<file path="config.mk">
export PLATFORM = sky130hd
export DESIGN_NAME = axil_adder_array
export DESIGN_NICKNAME = d
export VERILOG_FILES = /design/src/rtl/axil_adder_array.sv
export SDC_FILE = /design/constraint.sdc
export NUM_CORES = 2
export LEC_CHECK = 0
export CORE_ASPECT_RATIO = 0.9
export CORE_MARGIN = 2
export CORE_UTILIZATION = 40
export DETAILED_ROUTE_END_ITERATION = 8
export GPL_TIMING_DRIVEN = 0
export PLACE_DENSITY = 0.54
export SLEW_MARGIN = 25
export SYNTH_ARGS = -nofsm -noshare
export SYNTH_HDL_FRONTEND = slang
export SYNTH_SLANG_ARGS = --single-unit
</file>
<file path="constraint.sdc">
create_clock -name s1_axi_aclk -period 4.3 [get_ports s1_axi_aclk]
set_input_delay 0.86 -clock s1_axi_aclk [delete_from_list [all_inputs] [get_ports s1_axi_aclk]]
set_output_delay 0.86 -clock s1_axi_aclk [all_outputs]
set_load 0.02 [all_outputs]
</file>
<file path="src/rtl/axil_adder_array.sv">
`default_nettype none
// ============================================================================
// Module  : axil_adder_array
// Brief   : AXI4-Lite slave with N_CH adder channels (A, B, SUM, STATUS) and
//           a shared CTRL register selecting accumulate and saturate modes.
// Revision: 1.0
// ============================================================================
module axil_adder_array #(
  parameter int DATA_WIDTH = 32,
  parameter int ADDR_WIDTH = 8,
  parameter int N_CH       = 4
) (
  input  logic                    s1_axi_aclk,
  input  logic                    s1_axi_areset,
  input  logic [ADDR_WIDTH-1:0]   s1_axi_awaddr,
  input  logic                    s1_axi_awvalid,
  output logic                    s1_axi_awready,
  input  logic [DATA_WIDTH-1:0]   s1_axi_wdata,
  input  logic [DATA_WIDTH/8-1:0] s1_axi_wstrb,
  input  logic                    s1_axi_wvalid,
  output logic                    s1_axi_wready,
  output logic [1:0]              s1_axi_bresp,
  output logic                    s1_axi_bvalid,
  input  logic                    s1_axi_bready,
  input  logic [ADDR_WIDTH-1:0]   s1_axi_araddr,
  input  logic                    s1_axi_arvalid,
  output logic                    s1_axi_arready,
  output logic [DATA_WIDTH-1:0]   s1_axi_rdata,
  output logic [1:0]              s1_axi_rresp,
  output logic                    s1_axi_rvalid,
  input  logic                    s1_axi_rready
);

  localparam int STRB_W = DATA_WIDTH / 8;
  localparam int CHA_W  = ADDR_WIDTH - 4;
  localparam logic [ADDR_WIDTH-3:0] CTRL_WORD = (ADDR_WIDTH-2)'(28);
  localparam logic [1:0] RESP_OKAY   = 2'b00;
  localparam logic [1:0] RESP_SLVERR = 2'b10;

  function automatic logic ch_match(input logic [ADDR_WIDTH-1:0] addr, input int c);
    return addr[ADDR_WIDTH-1:4] == CHA_W'(c);
  endfunction

  function automatic logic is_ctrl(input logic [ADDR_WIDTH-1:0] addr);
    return addr[ADDR_WIDTH-1:2] == CTRL_WORD;
  endfunction

  function automatic logic [DATA_WIDTH-1:0] merge_strb(input logic [DATA_WIDTH-1:0] old_v,
                                                       input logic [DATA_WIDTH-1:0] new_v,
                                                       input logic [STRB_W-1:0]     strb);
    logic [DATA_WIDTH-1:0] r;
    r = old_v;
    for (int i = 0; i < STRB_W; i++) begin
      if (strb[i]) r[i*8 +: 8] = new_v[i*8 +: 8];
    end
    return r;
  endfunction

  // Register file
  logic [DATA_WIDTH-1:0] a_q   [N_CH];
  logic [DATA_WIDTH-1:0] b_q   [N_CH];
  logic [DATA_WIDTH-1:0] sum_q [N_CH];
  logic [DATA_WIDTH-1:0] sum_d [N_CH];
  logic [DATA_WIDTH:0]   sum_ext [N_CH];
  logic [N_CH-1:0]       ovf_q;
  logic [N_CH-1:0]       pend_a_q;
  logic [N_CH-1:0]       pend_b_q;
  logic [1:0]            ctrl_q;

  // Write channel
  typedef enum logic [1:0] {
    W_IDLE    = 2'd0,
    W_WAIT_W  = 2'd1,
    W_WAIT_AW = 2'd2,
    W_RESP    = 2'd3
  } wstate_e;

  wstate_e               wstate_q;
  logic                  awready_q;
  logic                  wready_q;
  logic                  bvalid_q;
  logic [1:0]            bresp_q;
  logic [ADDR_WIDTH-1:0] awaddr_q;
  logic [DATA_WIDTH-1:0] wdata_q;
  logic [STRB_W-1:0]     wstrb_q;

  logic                  aw_hs;
  logic                  w_hs;
  logic                  commit;
  logic                  c_err;
  logic [ADDR_WIDTH-1:0] c_addr;
  logic [DATA_WIDTH-1:0] c_data;
  logic [STRB_W-1:0]     c_strb;

  assign aw_hs = s1_axi_awvalid && awready_q;
  assign w_hs  = s1_axi_wvalid && wready_q;

  // The commit uses whichever half arrives live on the completing edge and
  // the captured copy of the half that arrived earlier.
  always_comb begin
    commit = 1'b0;
    c_addr = awaddr_q;
    c_data = wdata_q;
    c_strb = wstrb_q;
    case (wstate_q)
      W_IDLE: begin
        commit = aw_hs && w_hs;
        c_addr = s1_axi_awaddr;
        c_data = s1_axi_wdata;
        c_strb = s1_axi_wstrb;
      end
      W_WAIT_W: begin
        commit = w_hs;
        c_data = s1_axi_wdata;
        c_strb = s1_axi_wstrb;
      end
      W_WAIT_AW: begin
        commit = aw_hs;
        c_addr = s1_axi_awaddr;
      end
      default: ;
    endcase
  end

  always_comb begin
    c_err = !is_ctrl(c_addr);
    for (int c = 0; c < N_CH; c++) begin
      if (ch_match(c_addr, c) && (c_addr[3:2] != 2'd2)) c_err = 1'b0;
    end
  end

  always_ff @(posedge s1_axi_aclk) begin
    if (s1_axi_areset) begin
      wstate_q  <= W_IDLE;
      awready_q <= 1'b0;
      wready_q  <= 1'b0;
      bvalid_q  <= 1'b0;
      bresp_q   <= RESP_OKAY;
      awaddr_q  <= '0;
      wdata_q   <= '0;
      wstrb_q   <= '0;
    end else begin
      case (wstate_q)
        W_IDLE: begin
          if (commit) begin
            wstate_q  <= W_RESP;
            awready_q <= 1'b0;
            wready_q  <= 1'b0;
            bvalid_q  <= 1'b1;
            bresp_q   <= c_err ? RESP_SLVERR : RESP_OKAY;
          end else if (aw_hs) begin
            wstate_q  <= W_WAIT_W;
            awaddr_q  <= s1_axi_awaddr;
            awready_q <= 1'b0;
            wready_q  <= 1'b1;
          end else if (w_hs) begin
            wstate_q  <= W_WAIT_AW;
            wdata_q   <= s1_axi_wdata;
            wstrb_q   <= s1_axi_wstrb;
            awready_q <= 1'b1;
            wready_q  <= 1'b0;
          end else begin
            awready_q <= 1'b1;
            wready_q  <= 1'b1;
          end
        end
        W_WAIT_W, W_WAIT_AW: begin
          if (commit) begin
            wstate_q  <= W_RESP;
            awready_q <= 1'b0;
            wready_q  <= 1'b0;
            bvalid_q  <= 1'b1;
            bresp_q   <= c_err ? RESP_SLVERR : RESP_OKAY;
          end
        end
        W_RESP: begin
          if (s1_axi_bready) begin
            wstate_q  <= W_IDLE;
            bvalid_q  <= 1'b0;
            awready_q <= 1'b1;
            wready_q  <= 1'b1;
          end
        end
        default: wstate_q <= W_IDLE;
      endcase
    end
  end

  // Mode is sampled on the update edge; no other commit can land in between.
  always_comb begin
    for (int c = 0; c < N_CH; c++) begin
      if (!ctrl_q[0])      sum_ext[c] = {1'b0, a_q[c]} + {1'b0, b_q[c]};
      else if (pend_b_q[c]) sum_ext[c] = {1'b0, b_q[c]};
      else                  sum_ext[c] = {1'b0, sum_q[c]} + {1'b0, a_q[c]};
      sum_d[c] = (sum_ext[c][DATA_WIDTH] && ctrl_q[1]) ? '1 : sum_ext[c][DATA_WIDTH-1:0];
    end
  end

  always_ff @(posedge s1_axi_aclk) begin
    if (s1_axi_areset) begin
      for (int c = 0; c < N_CH; c++) begin
        a_q[c]   <= '0;
        b_q[c]   <= '0;
        sum_q[c] <= '0;
      end
      ovf_q    <= '0;
      pend_a_q <= '0;
      pend_b_q <= '0;
      ctrl_q   <= '0;
    end else begin
      pend_a_q <= '0;
      pend_b_q <= '0;
      for (int c = 0; c < N_CH; c++) begin
        if (commit && !c_err && ch_match(c_addr, c)) begin
          case (c_addr[3:2])
            2'd0: begin
              a_q[c]      <= merge_strb(a_q[c], c_data, c_strb);
              pend_a_q[c] <= 1'b1;
            end
            2'd1: begin
              b_q[c]      <= merge_strb(b_q[c], c_data, c_strb);
              pend_b_q[c] <= 1'b1;
            end
            2'd3: if (c_data[0]) ovf_q[c] <= 1'b0;
            default: ;
          endcase
        end
        // Set is placed after the W1C clear so a coincident set wins.
        if (pend_a_q[c] || pend_b_q[c]) begin
          sum_q[c] <= sum_d[c];
          if (sum_ext[c][DATA_WIDTH]) ovf_q[c] <= 1'b1;
        end
      end
      if (commit && !c_err && is_ctrl(c_addr) && c_strb[0]) ctrl_q <= c_data[1:0];
    end
  end

  // Read channel
  typedef enum logic [0:0] {
    R_IDLE = 1'b0,
    R_DATA = 1'b1
  } rstate_e;

  rstate_e               rstate_q;
  logic                  arready_q;
  logic                  rvalid_q;
  logic [DATA_WIDTH-1:0] rdata_q;
  logic [1:0]            rresp_q;
  logic [DATA_WIDTH-1:0] rd_data;
  logic                  rd_err;

  always_comb begin
    rd_data = '0;
    rd_err  = 1'b1;
    if (is_ctrl(s1_axi_araddr)) begin
      rd_data = DATA_WIDTH'(ctrl_q);
      rd_err  = 1'b0;
    end
    for (int c = 0; c < N_CH; c++) begin
      if (ch_match(s1_axi_araddr, c)) begin
        rd_err = 1'b0;
        case (s1_axi_araddr[3:2])
          2'd0:    rd_data = a_q[c];
          2'd1:    rd_data = b_q[c];
          2'd2:    rd_data = sum_q[c];
          default: rd_data = DATA_WIDTH'(ovf_q[c]);
        endcase
      end
    end
  end

  always_ff @(posedge s1_axi_aclk) begin
    if (s1_axi_areset) begin
      rstate_q  <= R_IDLE;
      arready_q <= 1'b0;
      rvalid_q  <= 1'b0;
      rdata_q   <= '0;
      rresp_q   <= RESP_OKAY;
    end else begin
      case (rstate_q)
        R_IDLE: begin
          if (s1_axi_arvalid && arready_q) begin
            rstate_q  <= R_DATA;
            arready_q <= 1'b0;
            rvalid_q  <= 1'b1;
            rdata_q   <= rd_data;
            rresp_q   <= rd_err ? RESP_SLVERR : RESP_OKAY;
          end else begin
            arready_q <= 1'b1;
          end
        end
        R_DATA: begin
          if (s1_axi_rready) begin
            rstate_q  <= R_IDLE;
            rvalid_q  <= 1'b0;
            arready_q <= 1'b1;
          end
        end
        default: rstate_q <= R_IDLE;
      endcase
    end
  end

  assign s1_axi_awready = awready_q;
  assign s1_axi_wready  = wready_q;
  assign s1_axi_bvalid  = bvalid_q;
  assign s1_axi_bresp   = bresp_q;
  assign s1_axi_arready = arready_q;
  assign s1_axi_rvalid  = rvalid_q;
  assign s1_axi_rdata   = rdata_q;
  assign s1_axi_rresp   = rresp_q;

endmodule
`default_nettype wire

</file>
==> results.cfg <==
[outcome]
status = complete, but fails checks
violations = negative setup slack

[layout]
stdcell_count = 5617
layout_common_cells = nor2_1, a21oi_1, edfxtp_1
final_common_cell = nor2_1
drive_gt1_share_pct = 7.39
area.growth.synth_to_final_pct = 15.8
final_nets = 4662

[floorplanning]
pin_count = 100
die_h_um = 291
die_area_um2 = 93800
initial_core_util_pct = 40.2
chipWidth_um = 323
rows = 105
core_um2 = 90800

[grt]
grt_pass1_vias = 32646
grt_max_degree = 25
grt_first_pass_wirelength_mm = 231
grt.overflow.total = 0
antenna_found_initial = 6
grt.total_usage_pct = 34.0

[setup_path]
critPathArrivalTime_ps = 4620
crit_type = reg -> reg
slowest_delay_ps = 640
worst_ep_required_time_ps = 4610
path_max_fanout = 10
crit_chain = inv_1 > ha_1 > clkbuf_1 > or2_2 > clkbuf_1 > a2111oi_0 > nor2_1 > nor3_2 > nand2_1 > o21ai_2
slowest_stage = o21ai_2
path_common_cell = clkbuf_1
cp-end-kind = flop
regToRegSetupSlack_ps = -9
startpoint_type = flop

[drt]
dr.pass1.iters = 6
vias = 35242
viasPerCell = 6.27
wl_per_cell_um = 29.1
drtIter0Drc = 4248
wl_mm = 163
ant_nets = 0
drc_errors = 0

[cts]
post_cts_buffers = 0
cts.sinks = 482
clk_pin_slew_worst_paths_ps = 60
cts_tree = yes
clockBufferDepth = 3
cts_made_buffers = 58
cts_root_buffer = clkbuf_16
clock_latency_ps = 670
htreeDepth = 2
cts_hold_buf = 0

[sta]
fin_crit_sh_pct = 100
worstMarginPinSlew_ps = 1330
finalSetupViolations = 8
layout_setup_ws_ps = -9.27
final_hold_viol_count = 0
tns_ps = -47.9
clock_skew_ps = 27.5
drv_slew = 0
relSlewSlack_pct = 11.3
rsz0062_at_grt = true
fmax_mhz = 232
min_period_ps = 4310

[synth]
yosysSeqAreaShare_pct = 36.9
synth_warnings = 0
ys.flop_type = edfxtp_1
async_flop_share_pct = 0
yosys_register_bits = 482
postSynthCellCount = 4149
syn_area_per_cell_um2 = 8.80
synth_area_um2 = 36500
synth-edff-count = 384
ys_types = 94

[power_and_ir_drop]
total_power_mw = 15.5
leakage_nw = 16.2
power.density_nw_per_um2 = 366
ir_drop_mv = 0.417

[run]
cap_violations = 0

[hold_path]
hold_path_class = reg -> reg

[placement]
port_buffers = 90
dp_worst_setup_slack_ps = -812
place_congestion = 1.06
hpwl_mm = 127
dp_cells = 5505
metrics by stage:
step / utilization [%] / instance area (µm²) / hold WS (ps)
after detailed placement: 44.1 / 40000 / 458
final: 46.6 / 42300 / 473
after global routing: 46.6 / 42300 / 477
after floorplan: - / 36500 / 436
after global placement: 42.9 / 39000 / 441
after CTS: 46.4 / 42100 / 469
what timing repair did:
item | CTS | global route
pin swaps | 1 | 0
gates resized for setup | 26 | 29
endpoints found under the setup margin | 248 | 263
cloned | 0 | 0
where the power goes:
part | switching (mW) | total, mW | internal (mW) | leakage, nW
Combinational | 3.06 | 4.63 | 1.57 | 10.5
Sequential | 0.214 | 5.45 | 5.23 | 4.76
Clock | 2.29 | 5.38 | 3.09 | 0.970
area by class of cell:
type / instances / area, µm²
fill: 8966 / 48500
multi-input combinational: 3360 / 22500
sequential: 482 / 13500
clock buffer: 70 / 1620
tap: 1230 / 1540
timing repair buffer: 125 / 1510
buffer: 236 / 955
clock inverter: 39 / 399
inverter: 71 / 267
antenna: 4 / 10.0
sequential cells by signal (all words and copies together) (netlist names), 2 cells and up:
signal / count
sum_q: 128
a_q: 128
ctrl_q: 2
awaddr_q: 6
s1_axi_rdata: 32
wstate_q: 2
b_q: 128
wstrb_q: 4
pend_b_q: 4
ovf_q: 4
wdata_q: 32
pend_a_q: 4
Yosys cell counts, types with 11 or more instances:
| library cell | count | area share, % |
|---|---|---|
| o21ai_1 | 13 | 0.18 |
| xnor2_1 | 108 | 2.6 |
| nor3_1 | 57 | 0.78 |
| buf_2 | 12 | 0.16 |
| a31oi_1 | 43 | 0.74 |
| dfxtp_1 | 98 | 5.4 |
| buf_1 | 20 | 0.21 |
| clkbuf_1 | 201 | 2.1 |
| o22ai_1 | 36 | 0.62 |
| nand4_1 | 30 | 0.51 |
| xor2_1 | 76 | 1.8 |
| and2_1 | 29 | 0.50 |
| nor2_1 | 556 | 5.7 |
| mux2i_1 | 188 | 5.2 |
| a21o_1 | 123 | 2.5 |
| nand3_1 | 69 | 0.95 |
| a21oi_1 | 449 | 6.2 |
| ha_1 | 261 | 8.9 |
| nor2b_1 | 15 | 0.26 |
| a41oi_1 | 11 | 0.26 |
| o311ai_0 | 12 | 0.29 |
| or3_1 | 18 | 0.31 |
| o21bai_1 | 34 | 0.70 |
| o21ai_0 | 298 | 4.1 |
| o21a_1 | 38 | 0.78 |
| o211ai_1 | 86 | 1.8 |
| a22oi_1 | 34 | 0.70 |
| edfxtp_1 | 384 | 32 |
| and3_1 | 27 | 0.46 |
| a211oi_1 | 107 | 2.2 |
| nand2_1 | 366 | 3.8 |
| nand2b_1 | 37 | 0.63 |
| inv_1 | 70 | 0.72 |
worst paths after layout:
path | cells after the start | startpoint | endpoint
min | 2 | s1_axi_bvalid$_SDFFE_PP0P_ | s1_axi_bvalid$_SDFFE_PP0P_
min reg2reg | 2 | s1_axi_bvalid$_SDFFE_PP0P_ | s1_axi_bvalid$_SDFFE_PP0P_
max reg2reg | 10 | wstate_q[1]$_SDFFE_PP0P_ | b_q[1][7]$_SDFFCE_PN0P_
max | 10 | wstate_q[1]$_SDFFE_PP0P_ | b_q[1][7]$_SDFFCE_PN0P_
layer usage:
metal / track usage, % / wire [µm]
met2: 48.5 / 67200
met3: 7.90 / 17200
met4: 13.9 / 7470
met1: 48.9 / 71200
met5: 1.40 / 198
kinds of logic after synthesis:
kind of cell,count (synthesis),share of synthesized area [%]
AO/OA/AOI/OAI,1443,25.3
AND/OR/NAND/NOR,1266,15.2
flip-flops,482,36.9
buffers and inverters,308,3.25
adder cells (fa/ha/maj),269,9.38
multiplexers,196,5.55
XOR/XNOR,184,4.41
other,1,0.0103
critical path, delay by kind of cell, from the launching register on:
| family | cells | cell delay (ps) |
|---|---|---|
| AND/OR/NAND/NOR | 4 | 1700 |
| AO/OA/AOI/OAI | 2 | 1060 |
| buffers and inverters | 3 | 500 |
| flip-flops | 1 | 490 |
| adder cells (fa/ha/maj) | 1 | 200 |
Power figures use the tool's default switching activity.
==> RTL change: new RTL, config.mk and constraints unchanged <==
Set the parameter `ADDR_WIDTH` to 10 (it was 8).
--- a/src/rtl/axil_adder_array.sv
+++ b/src/rtl/axil_adder_array.sv
@@ -8,5 +8,5 @@
 module axil_adder_array #(
   parameter int DATA_WIDTH = 32,
-  parameter int ADDR_WIDTH = 8,
+  parameter int ADDR_WIDTH = 10,
   parameter int N_CH       = 4
 ) (
Ports: changed (resized s1_axi_araddr and s1_axi_awaddr); port bits go from 100 to 104. The function was not compared with the original's and may differ.
==> RTL change against the unedited design <==
The run ends with capacitance limit, slew limit, setup timing left. Hold slack got worse by 0.0059 ns. Global-route usage increased by 0.14 points. Wire length decreased by 0.66%. Design area decreased by 1.9%. Sequential cell count increased by 2. Power decreased by 2.9%. Worst setup slack got worse by 0.096 ns. Area after synthesis decreased by 1.0%. Non-clock buffer count decreased by 3. Critical endpoint is now s1_axi_rdata[7]. Largest cell class unchanged. Largest power group unchanged.
==> RTL change: results (changes against the unedited design) <==
Outcome
  • Status: complete, but fails checks
  • Violated checks: capacitance limit, slew limit, setup timing

Setup path
  • End of the critical path: s1_axi_rdata[7]
  • RR Startpoint: ctrl_q[0]
  • Reg-to-reg slack, setup: 0.11 ns (+0.12 ns)
  • CP peak stage delay: 1.15 ns (+0.51 ns)
  • Slowest cell on crit path: a222oi_1

Global routing
  • First-pass GRT wire length: 228200 µm (-1.2%)
  • Met3 Usage GRT: 0.09773 (+0.01877)
  • Met2 Use GR: 0.4952 (+0.009897)
  • Most crowded layer after global routing: met2
  • Initial antenna violation count: 13 (+7)

Min path
  • Min-delay src: wdata_q[2]
  • Hold endpoint: wdata_q[2]

CTS
  • Number of setup buffers added after CTS: 2 (+2)
  • Post-CTS sizing: 23 (-12%)

Detailed routing
  • Initial DRC Count: 4921 (+16%)
  • Wire length on met1: 69150 µm (-2.9%)
  • Drt first pass iters: 7 (+1)
  • Via-to-Cell Ratio: 6.281 (+0.10%)
  • Met2 WL: 66350 µm (-1.3%)
  • Met3 WL post-DR: 20020 µm (+16%)
  • WL/cell: 29.42 µm (+1.2%)

Power
  • Clk network pwr share: 0.330 (-0.018)
  • Comb pwr: 4550 µW (-2%)
  • Post-route total power: 15010 µW (-2.9%)

Place
  • Final Wtd Congestion: 1.070 (+0.78%)
  • Worst slack, placed: -0.8160 ns (-0.003654 ns)
  • Area after DPL: 39430 µm² (-1.4%)
  • Final HPWL DP: 125400 µm (-0.96%)

Final layout
  • Non-Filler Instances: 5513 (-1.9%)
  • Nets: 4625 (-0.79%)
  • Number of fill cells: 8740 (-2.5%)
  • Area delta synth->final: 14.75%

Timing
  • Setup TNS: -0.1050 ns (-0.05711 ns)
  • Final critical-path setup slack: -0.1050 ns (-0.09574 ns)
  • Worst slew margin: -0.003305 (-0.1160)
  • Max Slew Vio Count: 1 (+1)
  • Final-report setup violation count: 1 (-7)

Logic synthesis
  • Synth cell types: 104 (+11%)
  • Mean Syn Cell Area: 8.802 µm² (about the same)

Run
  • Max Cap Viol: 1 (+1)
==> RTL change: changes by cell type after synthesis, sizes merged, moves of 33 or more <==
cell    unedited run  this run
nand2            366       482
nor2             556       473
a211oi           112        39
o21ai            314       384
a21o             123        87
a22oi             34         1
==> RTL change: cells by family (layout without fill, tap and decap cells) <==
kind of cell / count (synthesis) / after routing / synth area share
compound gates: 1363 / 1363 / 0.2362
xor+xnor: 212 / 212 / 0.05136
simple gates: 1287 / 1287 / 0.1552
flops: 484 / 484 / 0.3743
buf+inv: 294 / 528 / 0.03125
other cells: 1 / 7 / 0.0001037
mux: 197 / 197 / 0.05673
fa+ha+maj: 269 / 269 / 0.09476
==> RTL change: final cells by class <==
type	instances	area share
Antenna cell	5	0.0003016
Buffer	230	0.02265
Clock buffer	78	0.03858
Clock inverter	31	0.005489
Inverter	61	0.005520
Multi-Input combinational cell	3330	0.5314
Sequential cell	484	0.3262
Tap cell	1166	0.03517
Timing Repair Buffer	128	0.03466
